**src/rtl/divu_hilo.sv**
```systemverilog
// divu_hilo: multi-cycle unsigned divider with MIPS-style HI/LO result registers.
// A DIVU takes WIDTH restoring steps; HI/LO only change at the commit edge.
module divu_hilo #(
   parameter int unsigned WIDTH = 32
) (
   input  logic             clk,
   input  logic             reset,
   input  logic [WIDTH-1:0] dataA,
   input  logic [WIDTH-1:0] dataB,
   input  logic [5:0]       Signal,
   output logic [WIDTH-1:0] Output,
   output logic             busy,
   output logic             done,
   output logic             div_zero
);

   localparam int unsigned CW = (WIDTH > 1) ? $clog2(WIDTH) : 1;
   localparam logic [5:0] FN_DIVU = 6'd27;
   localparam logic [5:0] FN_MFHI = 6'd16;
   localparam logic [5:0] FN_MFLO = 6'd18;
   localparam logic [CW-1:0] LAST_STEP = CW'(WIDTH - 1);

   typedef enum logic [1:0] {IDLE, RUN, DONE} state_t;

   state_t           state;
   logic [CW-1:0]    cnt;
   logic [WIDTH-1:0] divisor;
   logic [WIDTH-1:0] rem;
   logic [WIDTH-1:0] quo;
   logic [WIDTH-1:0] hi;
   logic [WIDTH-1:0] lo;

   logic [WIDTH:0]   shifted;
   logic [WIDTH:0]   diff;
   logic [WIDTH-1:0] rem_nx;
   logic [WIDTH-1:0] quo_nx;

   // One restoring step: shift {rem,quo} left, trial-subtract, keep or restore.
   // The shifted remainder needs one extra bit since rem can be up to divisor-1.
   always_comb begin
      shifted = {rem, quo[WIDTH-1]};
      diff    = shifted - {1'b0, divisor};
      quo_nx  = {quo[WIDTH-2:0], ~diff[WIDTH]};
      rem_nx  = diff[WIDTH] ? shifted[WIDTH-1:0] : diff[WIDTH-1:0];
   end

   // Control FSM, iteration datapath and HI/LO commit with registered flags.
   always_ff @(posedge clk or negedge reset) begin
      if (!reset) begin
         state    <= IDLE;
         cnt      <= '0;
         divisor  <= '0;
         rem      <= '0;
         quo      <= '0;
         hi       <= '0;
         lo       <= '0;
         busy     <= 1'b0;
         done     <= 1'b0;
         div_zero <= 1'b0;
      end else begin
         case (state)
            IDLE, DONE: begin
               done <= 1'b0;
               if (Signal == FN_DIVU) begin
                  divisor <= dataB;
                  quo     <= dataA;
                  rem     <= '0;
                  cnt     <= '0;
                  busy    <= 1'b1;
                  state   <= RUN;
               end else begin
                  busy    <= 1'b0;
                  state   <= IDLE;
               end
            end
            RUN: begin
               rem <= rem_nx;
               quo <= quo_nx;
               cnt <= cnt + CW'(1);
               if (cnt == LAST_STEP) begin
                  hi       <= rem_nx;
                  lo       <= quo_nx;
                  div_zero <= (divisor == '0);
                  busy     <= 1'b0;
                  done     <= 1'b1;
                  state    <= DONE;
               end
            end
            default: begin
               busy  <= 1'b0;
               done  <= 1'b0;
               state <= IDLE;
            end
         endcase
      end
   end

   // Combinational HI/LO read port.
   always_comb begin
      Output = '0;
      if (Signal == FN_MFHI)      Output = hi;
      else if (Signal == FN_MFLO) Output = lo;
   end

endmodule

```
**config.mk**
```make
export PLATFORM = sky130hd
export DESIGN_NAME = divu_hilo
export DESIGN_NICKNAME = d
export VERILOG_FILES = /design/src/rtl/divu_hilo.sv
export SDC_FILE = /design/constraint.sdc
export NUM_CORES = 1
export LEC_CHECK = 0
export ABC_AREA = 1
export BUFFER_PORTS_ARGS = -buffer_cell sky130_fd_sc_hd__clkbuf_2
export CAP_MARGIN = 15
export CORE_MARGIN = 3
export CORE_UTILIZATION = 60
export CTS_BUF_LIST = sky130_fd_sc_hd__clkbuf_8
export DETAILED_ROUTE_END_ITERATION = 16
export GPL_TIMING_DRIVEN = 0
export PLACE_DENSITY = 0.81
export SLEW_MARGIN = 5
export SYNTH_ARGS = -nofsm -noshare
export SYNTH_HDL_FRONTEND = slang
export SYNTH_SLANG_ARGS = --single-unit
```
**constraint.sdc**
```tcl
create_clock -name clk -period 4 [get_ports clk]
set_input_delay 1.2 -clock clk [delete_from_list [all_inputs] [get_ports clk]]
set_output_delay 1.2 -clock clk [all_outputs]
set_load 0.05 [all_outputs]
```
Yosys cells after proc, flatten, opt, wreduce, memory -nomap -nowiden
Cells that the tools add are included.
{"block": "classes", "n_reduce_logical": 7, "addsub": 2, "n_eq_ne": 8, "n_bitwise": 1, "mux": 17}
{"operator": "32-bit 2-to-1 mux", "count": 5}
{"operator": "32-bit one-hot mux with 2 select lines", "count": 2}
{"operator": "33-bit by 32-bit subtractor with 33-bit output", "count": 1}
{"operator": "32-bit logical NOT", "count": 1}
{"operator": "6-bit by 5-bit equality test with 1-bit output (second input constant)", "count": 3}
{"operator": "5-bit one-hot mux with 2 select lines", "count": 1}
{"operator": "2-bit AND reduction", "count": 3}
{"operator": "5-bit by 1-bit adder with 5-bit output (second input constant)", "count": 1}
{"operator": "5-bit equality test (second input constant)", "count": 1}
{"operator": "1-bit 2-to-1 mux", "count": 5}
{"operator": "5-bit 2-to-1 mux", "count": 1}
{"operator": "2-bit inequality test (second input constant)", "count": 2}
{"operator": "2-bit one-hot mux with 2 select lines", "count": 1}
{"operator": "2-bit by 1-bit equality test with 1-bit output (second input constant)", "count": 1}
{"operator": "2-bit equality test (second input constant)", "count": 1}
{"operator": "2-bit logical NOT", "count": 1}
{"operator": "2-bit 2-to-1 mux", "count": 1}
{"operator": "1-bit one-hot mux with 2 select lines", "count": 1}
{"operator": "2-bit nonzero test", "count": 1}
{"operator": "2-bit OR reduction", "count": 1}
{"operator": "1-bit NOT", "count": 1}
{"block": "word_totals", "wordCells": 45, "regBits": 170}

Longest topological paths before layout
{"block": "depth", "ltp_word": 4, "ltp_mapped": 19}

Worst setup path before layout
Ideal clock, no wire load.
{"block": "synth_path", "path_type": "input to output", "from": "in Signal[4]", "to": "out Output[10]", "slack_ns": 0.295, "t_required_ns": 2.800, "arrival_ns": 2.505, "stages": 5, "path_cell_list": "inv_1 nor2_1 nand4_1 clkbuf_1 o22ai_1"}
{"block": "synth_via", "elab_chain_cells": 3, "elab_cells_between_ends": 4}
{"element": "start: declaration", "line": "10", "source": "input logic [5:0] Signal,"}
{"element": "6-bit by 5-bit equality test with 1-bit output", "line": "102", "source": "else if (Signal == FN_MFLO) Output = lo;"}
{"element": "32-bit 2-to-1 mux", "line": "102"}
{"element": "32-bit 2-to-1 mux (*)", "line": "101", "source": "if (Signal == FN_MFHI) Output = hi;"}
{"element": "end: declaration", "line": "11", "source": "output logic [WIDTH-1:0] Output,"}
Every way passes the cells marked *; elsewhere a longest branch is shown, timed or not.

Worst setup path in the final report
{"block": "layout_path", "from": "in Signal[2]", "to": "out Output[23]"}
Same word-level chain as after synthesis.

==> flow_metrics.py <==
metrics = {
    "run_status": {
        "status": "finished clean",
    },
    "sta": {
        "fin_tns_setup_ps": 0,
        "setup_violations": 0,
        "fin_crit_sh_pct": 97.7,
        "slew_violations": 0,
        "skew_ps": 12.0,
        "relSlewSlack_pct": 51.6,
        "tightest_slew_ps": 726,
        "layout_setup_ws_ps": 92.6,
        "rsz0062_at_grt": "false",
        "fin_crit_ps": 3910,
        "max_freq_mhz": 256,
        "hold_violations": 0,
    },
    "critical_path": {
        "path_max_fanout": 10,
        "crit_path_end": "Output[23]",
        "r2r-end": "hi[18]",
        "critPathKind": "input pin to output pin",
        "ff2ff_setup_slack_ps": 1270,
        "crit_start": "Signal[2]",
        "cp.required_ps": 2800,
        "rr_startpoint": "quo[31]",
        "worstSetupEndpointType": "output pin",
        "critPathArrivalTime_ps": 2710,
        "cp-start-kind": "input pin",
        "r2r_cells": 17,
    },
    "die": {
        "die_w_um": 136,
        "ioPinCount": 107,
        "core_area_um2": 16200,
        "num_rows": 46,
        "initial_utilization_pct": 62.3,
        "dieArea_um2": 18400,
        "die-height_um": 136,
    },
    "yosys": {
        "synth_nets": 1553,
        "synth_largest_area_cell": "dfrtp_1",
        "yosysWarnings": 0,
        "synth.top_cell.area_share_pct": 42.0,
        "ys_seq_area_share_pct": 42.0,
        "syn_area_per_cell_um2": 6.96,
        "synth.distinct_cells": 34,
        "syn_area_um2": 10100,
        "syn-instance-count": 1446,
        "ys_seq_elements": 169,
        "synth.area.top_cells": "dfrtp_1 (42%), nand2_1 (18%), inv_1 (8.8%)",
    },
    "clock_network": {
        "cts_tree": "built",
        "ctsHtreeMaxLevel": 4,
        "clk_latency_ps": 460,
        "cts.sinks": 169,
        "root_buffer": "clkbuf_8",
        "post_cts_buffers": 0,
        "cts.clk_slew.worst_paths_ps": 90,
        "numCtsBuffers": 17,
        "clockBufferDepth": 2,
        "ctsResizeCount": 0,
        "ctsHoldBuffers": 0,
    },
    "min_path": {
        "min_from": "hi[17]",
        "hold_class": "register to register",
        "whs_path_depth": 2,
    },
    "placed_design": {
        "gp_congestion": 0.984,
        "numPortBuffers": 106,
        "hpwl_um": 21500,
        "pre_cts_slack_ps": 147,
        "place_inst": 1769,
    },
    "route": {
        "drc": 0,
        "drt_iter0_markers": 896,
        "antenna_left": 0,
        "wl_um": 28000,
        "via_per_inst": 5.42,
        "drt_pre_antenna_iters": 6,
        "wl_per_cell_um": 15.6,
        "dr_total_vias": 9752,
    },
    "run": {
        "cap_violations": 0,
    },
    "pwr": {
        "p_per_area_nw_per_um2": 673,
        "p_total_mw": 7.63,
        "irDropWorstVdd_mv": 0.415,
        "p_leak_nw": 6.33,
    },
    "global_routing": {
        "grt_max_degree": 88,
        "antenna_found_initial": 0,
        "grt_overflow": 0,
        "grt_pass1_vias": 9053,
        "grtUsageTotal_pct": 31.4,
        "grt_pass1_wl_um": 45300,
    },
    "finish": {
        "area_growth_pct": 12.7,
        "antennaDiodeCount": 0,
        "fin_cells": 1800,
        "nets": 1679,
        "layout-drive-gt1-share_pct": 10.9,
        "utilization_pct": 70.2,
    },
}
-- per-layer routing --
metal	wire [um]	vias to the layer above	part of all wire [%]	track usage (%)
li1	-	4771	-	-
met1	12100	4517	43	43.4
met2	13100	404	47	51.1
met3	2080	60	7.4	5.57
met4	708	0	2.5	9.24
met5	0	-	0	0
-- power breakdown --
group          total (mW)  switching, mW  internal, mW
registers            2.85          0.468          2.38
clock network        1.39          0.698         0.695
logic                3.39           2.21          1.17
total                7.63           3.38          4.25
-- layout make-up --
type | count | area (um2)
plain buffers | 51 | 221
well taps | 216 | 270
flip-flops and latches | 169 | 4230
fillers | 1420 | 4820
multi-input cells | 982 | 4700
clock inverters | 14 | 209
clock buffers | 17 | 234
inverters | 244 | 916
repair buffers | 107 | 567
-- placed cells by master, fill, tap and decap left out, drive strengths merged, types with 2 or more instances in the layout --
cell,count
dfrtp,169
clkinvlp,2
inv,250
nor2,141
o22ai,63
nand3b,24
a22o,2
bufinv,4
clkbuf,158
xnor2,14
o21ai,35
nor4,9
nand2,485
nand3,89
buf,17
and2,8
ha,34
nand4,14
clkinv,2
nor3,3
a21oi,54
-- state kept, by name, indices dropped and copies added (netlist names) --
register and cells:
divisor 32, hi 32, lo 32, quo 32, rem 32, cnt 5, busy 1, div_zero 1
done 1, state 1
-- worst max-delay path: stages --
cell      delay (ps)
clkbuf_2          90
nor2_1           150
nand4_1          340
clkbuf_1         350
o22ai_1          250
clkbuf_2         320
-- stage by stage --
step	hold slack, ps	instance area [um2]
3_3_place_gp	466	10900
6_report	488	11300
3_5_place_dp	465	10900
2_1_floorplan	449	10100
4_1_cts	490	11300
5_1_grt	511	11300
-- synthesized netlist by cell type, drive strengths merged --
cell    number
fa           1
xnor2       14
xor2         1
nor3         3
o31ai        1
dfrtp      169
o22ai       63
nand3       89
and2         8
and3         1
inv        244
a21oi       54
a22o         2
nor2       141
ha          34
nand4       14
nand3b      24
buf         16
clkbuf      35
nor4         9
mux2         1
o21bai       1
nand2      485
o21ai       35
a21o         1
-- logic make-up after synthesis --
group | Yosys count | synth area share (%)
simple gates | 774 | 32.1
buf+inv | 295 | 11.3
flops | 169 | 42.0
compound gates | 157 | 8.77
fa+ha+maj | 35 | 4.42
xor+xnor | 15 | 1.30
mux | 1 | 0.112
-- worst min path at each step --
stage | slack, ps | end
floorplan | 450 | hi[25]
global placement | 470 | hi[1]
detailed placement | 470 | hi[17]
CTS | 490 | hi[17]
global route | 510 | hi[29]
finish | 490 | hi[17]
Power figures use the tool's default switching activity.
